[src/rtl/rock_pkg.sv]
// rock_pkg: shared level type, sequencer states and phase-ordering helper.
package rock_pkg;
  localparam int LEVEL_MAX = 7;
  localparam int LEVEL_W = $clog2(LEVEL_MAX + 1);
  typedef logic [LEVEL_W-1:0] level_t;
  typedef enum logic [2:0] {IDLE, A_DN, F_RAMP, A_UP, FAULT} seq_state_t;
  function automatic seq_state_t next_phase(level_t a, level_t f, level_t ta, level_t tf);
    return ta < a ? A_DN : tf != f ? F_RAMP : ta > a ? A_UP : IDLE;
  endfunction
endpackage

[src/rtl/rock_setpoint_sequencer_dwell_timer.sv]
// dwell_timer: dwell countdown between level steps; expired while the count is zero.
module dwell_timer #(
  parameter int DWELL = 1000,
  parameter int DWELL_W = 16
) (
  input  logic clk,
  input  logic reset,
  input  logic load,
  input  logic enable,
  output logic expired
);
  logic [DWELL_W-1:0] cnt;
  assign expired = cnt == '0;
  always_ff @(posedge clk or negedge reset)
    if (!reset) cnt <= '0;
    else if (load) cnt <= DWELL_W'(DWELL - 1);
    else if (enable && !expired) cnt <= cnt - 1'b1;
endmodule

[src/rtl/rock_setpoint_sequencer.sv]
// rock_setpoint_sequencer: safety-ordered A/F setpoint ramping with fault ramp-down.
// Define ROCK_FAULT_LATCH_EN to add fault_clr, required to leave FAULT.
module rock_setpoint_sequencer
  import rock_pkg::*;
#(
  parameter int DWELL = 1000,
  parameter int DWELL_W = 16
) (
  input  logic               clk,
  input  logic               reset,
  input  logic               req_valid,
  input  logic [LEVEL_W-1:0] req_A,
  input  logic [LEVEL_W-1:0] req_F,
  output logic               req_ready,
  input  logic               err_in,
`ifdef ROCK_FAULT_LATCH_EN
  input  logic               fault_clr,
`endif
  output logic [LEVEL_W-1:0] A,
  output logic [LEVEL_W-1:0] F,
  output logic               busy,
  output logic               settled,
  output logic               fault
);
  seq_state_t state, state_nxt;
  level_t ta, tf, a_nxt, f_nxt, cur, tgt, moved;
  logic accept, done, expired, hold, step, settled_nxt, clr_ok;
`ifdef ROCK_FAULT_LATCH_EN
  assign clr_ok = fault_clr & ~err_in;
`else
  assign clr_ok = ~err_in;
`endif
  assign req_ready = state == IDLE;
  assign busy = state != IDLE;
  assign fault = state == FAULT;
  dwell_timer #(.DWELL(DWELL), .DWELL_W(DWELL_W)) u_dwell (
    .clk(clk), .reset(reset), .load(step), .enable(busy & ~hold), .expired(expired)
  );
  // err_in freezes levels and the dwell count for the edge that enters FAULT
  always_comb begin
    hold = err_in & state != FAULT;
    accept = req_valid & req_ready & ~err_in;
    cur = state == F_RAMP ? F : A;
    tgt = state == F_RAMP ? tf : state == FAULT ? '0 : ta;
    done = cur == tgt;
    moved = tgt > cur ? cur + 1'b1 : cur - 1'b1;
    step = busy & ~hold & expired & ~done;
    a_nxt = step && state != F_RAMP ? moved : A;
    f_nxt = step && state == F_RAMP ? moved : F;
    state_nxt = hold ? FAULT
              : state == IDLE ? (accept ? next_phase(A, F, req_A, req_F) : IDLE)
              : state == FAULT ? (A == '0 && expired && clr_ok ? IDLE : FAULT)
              : done && expired ? next_phase(A, F, ta, tf) : state;
    settled_nxt = state != FAULT && state_nxt == IDLE && (state != IDLE || accept);
  end
  always_ff @(posedge clk or negedge reset)
    if (!reset) begin
      state <= IDLE;
      A <= '0;
      F <= '0;
      ta <= '0;
      tf <= '0;
      settled <= 1'b0;
    end else begin
      state <= state_nxt;
      A <= a_nxt;
      F <= f_nxt;
      settled <= settled_nxt;
      if (accept) begin
        ta <= req_A;
        tf <= req_F;
      end
    end
endmodule

[config.mk]
export PLATFORM = sky130hd
export DESIGN_NAME = rock_setpoint_sequencer
export DESIGN_NICKNAME = d
export VERILOG_FILES = /design/src/rtl/rock_pkg.sv /design/src/rtl/rock_setpoint_sequencer_dwell_timer.sv /design/src/rtl/rock_setpoint_sequencer.sv
export SDC_FILE = /design/constraint.sdc
export NUM_CORES = 1
export LEC_CHECK = 0
export BUFFER_PORTS_ARGS = -buffer_cell sky130_fd_sc_hd__buf_2
export CAP_MARGIN = 20
export CORE_UTILIZATION = 55
export DETAILED_ROUTE_END_ITERATION = 8
export PLACE_DENSITY = 0.75
export SLEW_MARGIN = 20
export SYNTH_ARGS = -nofsm -noshare
export SYNTH_HDL_FRONTEND = slang
export SYNTH_SLANG_ARGS = --single-unit
export TNS_END_PERCENT = 10
[constraint.sdc]
create_clock -name clk -period 8.69 [get_ports clk]
set_input_delay 1.3035 -clock clk [delete_from_list [all_inputs] [get_ports clk]]
set_output_delay 1.3035 -clock clk [all_outputs]
set_load 0.01 [all_outputs]
==> After elaboration in Yosys (flattened, before gate mapping) <==
Cells that the tools add are included.
W data, S select, Z words.
{ "word_totals": {"ram_bits": 0, "wordCells": 65, "n_memories": 0, "register_bits": 32, "latch_bits": 0, "mem_bits_ro": 0, "out_inout_bits": 10, "inputBits": 10} }
{ "op_classes": {"n_div": 0, "n_bitwise": 9, "mul": 0, "reduce_logical": 16, "muxes": 18, "addsub": 3, "n_eq_ne": 7, "n_shift": 0, "n_lt_le_gt_ge": 5} }
{ "op_table": {"columns": ["operator", "count"], "rows": [
  ["$mux W16", 2],
  ["$mux W3", 9],
  ["$logic_not A16 Y1", 1],
  ["$sub A16 B1 Y16 const B", 1],
  ["$mux W2", 7],
  ["$gt A3 B3 Y1", 3],
  ["$logic_not A3 Y1", 3],
  ["$logic_and A1 B1 Y1", 8],
  ["$and A1 B1 Y1", 6],
  ["$lt A3 B3 Y1", 2],
  ["$ne A3 B3 Y1", 2],
  ["$add A3 B1 Y3 const B", 1],
  ["$eq A3 B2 Y1 const B", 1],
  ["$eq A3 B3 Y1", 1],
  ["$eq A3 B3 Y1 const B", 1],
  ["$ne A3 B2 Y1 const B", 1],
  ["$ne A3 B3 Y1 const B", 1],
  ["$not A1 Y1", 3],
  ["$reduce_bool A3 Y1", 1],
  ["$sub A3 B1 Y3 const B", 1],
  ["$reduce_bool A2 Y1", 1],
  ["$logic_not A1 Y1", 1],
  ["$logic_or A1 B1 Y1", 1]
]} }

==> Logic depth before layout (Yosys ltp) <==
{ "logic_depth": {"depth_word": 12, "mapped_depth": 14, "depth_no_buf": 13} }

==> Cells and area by module <==
From an unflattened synthesis, not the netlist that was laid out.
{ "unflattened": {"cells_unflattened": 200, "hier_area_um2": 2020.7} }
{ "by_module_without_submodules": {"columns": ["mod", "instances", "area_per_inst_um2", "seq_area_each_um2", "cells_per_inst"], "rows": [
  ["rock_setpoint_sequencer", 1, 1163.6, 400.4, 115],
  ["dwell_timer", 1, 857.1, 400.4, 85]
]} }

==> Worst setup path after synthesis <==
OpenSTA, ideal clock, no wires.
{ "synth_timing": {"path_type": "register to register", "start": "register state[0]", "end": "register A[2]", "t_arrival_ps": 2773, "n_path_buf": 1, "setup_time_ps": 125, "stages_incl_launch_ff": 14, "period_less_slack_ps": 2898, "slack_ps": 5792, "path_cell_list": "dfrtp_1 -> nor2_1 -> and2_1 -> buf_1 -> mux2i_1 -> nor2_1 -> ha_1 -> nor2b_1 -> o21ai_0 -> a21oi_1 -> fa_1 -> xnor2_1 -> nor3_1 -> xnor2_1"} }
{ "synth_via": {"elab_chain_cells": 7} }
{ "synth_rtl": {"columns": ["element", "line_no", "text"], "rows": [
  ["start: declaration", "rock_setpoint_sequencer.sv:25", "seq_state_t state, state_nxt;"],
  ["start signal: assignment", "rock_setpoint_sequencer.sv:65", "state <= state_nxt;"],
  ["branches (longest 7 deep; another with $gt A3 B3 Y1)", null, null],
  ["end signal: assignment", "rock_setpoint_sequencer.sv:66", "A <= a_nxt;"],
  ["end: declaration", "rock_setpoint_sequencer.sv:19", "output logic [LEVEL_W-1:0] A,"]
]} }
Several ways; the timed one is not identified.
A chain may end at the register's enable or synchronous reset.

==> Final worst setup path <==
Ends and elaborated chain as after synthesis.

==> impl_metrics.yaml <==
logic_synthesis:
  yosysUniqueCellTypes: 45
  ys_warn_count: 0
  syn_avg_cell_area_um2: 9.70
  syn_inst: 205
  ys.flop_type: "dfrtp_1"
  syn_nets: 227
  ys_seq_area_share_pct: 40.3
  syn_area_mm2: 0.00199
  synth-async-reset-ratio_pct: 100
  ys_ff_latch: 32
  synth_edf_count: 0
timing:
  relSlewSlack_pct: 52.1
  post-route-period-util_pct: 36.4
  setup_viol: 0
  clock_skew_ps: 9.04
  holdWs_ps: 513
  clock.fmax_ghz: 0.317
  fin_setup_tns_ps: 0
  fin_crit_ps: 3160
  finalHoldViolCount: 0
  slew_viol_final: 0
  tightest_slew_ps: 719
  rsz0062_at_grt: "false"
  fin_ws_ps: 5530
routing:
  dr.pass1.iters: 6
  antenna_left: 0
  routed_via_density: 5.74
  drt_iter0_drc: 57
  drc_errors: 0
  wire_per_inst_um: 14.8
  via_count: 1573
  finalWirelength_um: 4060
pwr:
  power.switching_uw: 332
  swShare_pct: 45.1
  power_uw: 736
  p_leak_nw: 0.990
  ir_drop_mv: 0.159
  p_comb_share_pct: 50.4
  seq_power_share_pct: 37.0
  cell_internal_pwr_uw: 404
  cellPowerDensity_mw_per_mm2: 338
  p_clk_share_pct: 12.5
placement:
  gp_congestion: 0.827
  place_ws_ps: 5590
  dp_hpwl_um: 2990
  placed_cells: 266
  portBuffers: 19
  placed_area_mm2: 0.00212
finish:
  area.growth.synth_to_final_pct: 9.50
  post-route-cell-area_mm2: 0.00218
  nets: 249
  fin_cells: 274
  n_antenna_cell: 0
  drive_gt1_share_pct: 18.9
  n_fill_cell: 282
  fin_util_pct: 64.2
global_routing:
  grt_pass1_wl_um: 6680
  grtUsageTotal_pct: 22.5
  grt_max_degree: 33
  grt_overflow: 0
  antenna_found_initial: 0
  grt_pass1_vias: 1500
min_path:
  hold_class: "flop to flop"
  min_from: "u_dwell.cnt[0]$_DFFE_PN0P_"
  min_path_cells: 1
  worst_hold_path.endpoint: "u_dwell.cnt[0]$_DFFE_PN0P_"
die:
  rows: 21
  start_util_pct: 58.7
  core_area_mm2: 0.00339
  io_pins: 20
  die_area_mm2: 0.00386
  die_w_um: 62.1
  die_y_um: 62.1
clock_network:
  cts.repair.resized: 0
  clock_latency_ps: 350
  post_cts_buffers: 0
  cts.sinks: 32
  clk_pin_slew_worst_paths_ps: 100
  cts_hold_buf: 0
  cts_tree: "built"
  cts-htree-levels: 2
  cts_buffers: 5
  cts_buffer_depth: 2
  root_buffer: "clkbuf_4"
setup_path:
  end_kind: "flop"
  timing.rr.start: "state[0]$_DFF_PN0_"
  worst_ep_arrival_time_ps: 3390
  rr_worst_depth: 12
  cp-start-kind: "flop"
  r2r_slack_ps: 5530
  criticalPathCategory: "flop to flop"
  critical_path_required_ps: 8920
  r2r-end: "A[2]$_DFFE_PN0P_"
  cp_max_fo: 12
flow_run:
  maxCapViolCount: 0
status:
  outcome: "finished, final reports clean"
-- state kept, by name, indices dropped and copies added (netlist names) --
signal	flops
ta	3
state	3
u_dwell.cnt	16
tf	3
settled	1
A	3
F	3
-- cell type report --
class	count	area, um^2	share of cell area, %
tap	46	57.6	2.64
sequential	32	801	36.8
multi-input combinational	157	1120	51.4
clock buffer	8	58.8	2.70
timing repair buffer	19	95.1	4.37
inverter	12	45.0	2.07
-- worst max-delay path by stage --
stage	cells after the start	slack [ps]	from	end
after floorplan	13	5790	state[0]$_DFF_PN0_	A[2]$_DFFE_PN0P_
after global placement	10	5750	state[0]$_DFF_PN0_	A[2]$_DFFE_PN0P_
after detailed placement	12	5590	state[0]$_DFF_PN0_	A[2]$_DFFE_PN0P_
after CTS	12	5560	state[0]$_DFF_PN0_	A[2]$_DFFE_PN0P_
after global routing	12	5280	state[0]$_DFF_PN0_	A[2]$_DFFE_PN0P_
final	12	5530	state[0]$_DFF_PN0_	A[2]$_DFFE_PN0P_
-- metal layers --
metal / up-vias / routed length (um) / track usage [%]
li1: 777 / - / -
met1: 757 / 1860 / 26.6
met2: 28 / 1970 / 38.2
met3: 11 / 150 / 4.60
met4: 0 / 84 / 12.2
met5: - / 0 / 0
-- Yosys cell counts, drive strengths merged, types with 7 or more instances --
master  instances  share of area (%)
nor2           20                3.9
dfrtp          32                 40
nand3           7                2.0
inv            12                2.3
a21oi          14                3.5
ha             11                6.9
nor3           10                2.8
o21ai          13                3.8
nand2          13                2.8
xnor2          12                5.3
-- cells in the final DEF (no fill, tap or decap), types with 9 or more instances in the layout --
cell type and count:
buf_2 19, nand2_1 12, xnor2_1 12, a21oi_1 14, inv_1 12, ha_1 11
nor3_1 9, nor2_1 19, dfrtp_1 32, o21ai_0 11
-- logic make-up after synthesis --
kind of cell / after synthesis / synth area share [%]
flip-flops: 32 / 40.3
XOR/XNOR: 18 / 7.93
multiplexers: 8 / 4.41
AO/OA/AOI/OAI: 37 / 12.6
buffers and inverters: 16 / 3.40
AND/OR/NAND/NOR: 82 / 23.5
adder cells (fa/ha/maj): 12 / 7.93
-- critical path, cell delays in order (launching register included) --
cell and delay, ps:
dfrtp_1 440, nor2_1 140, and2_1 460, nor2_1 130
a21oi_1 260, ha_1 310, nor2b_1 140, o21ai_0 140
a21oi_1 140, fa_1 390, xnor2_1 250, nor3_1 100
xnor2_1 150
-- power by group through the flow --
stage | Combinational, mW | Clock [mW] | Sequential (mW)
floorplan | 0.286 | 0 | 0.262
global placement | 0.360 | 0 | 0.273
detailed placement | 0.369 | 0 | 0.274
CTS | 0.371 | 0.0957 | 0.271
global route | 0.412 | 0.0991 | 0.282
finish | 0.371 | 0.0922 | 0.273
No activity file was read; power rests on OpenSTA's default activity.
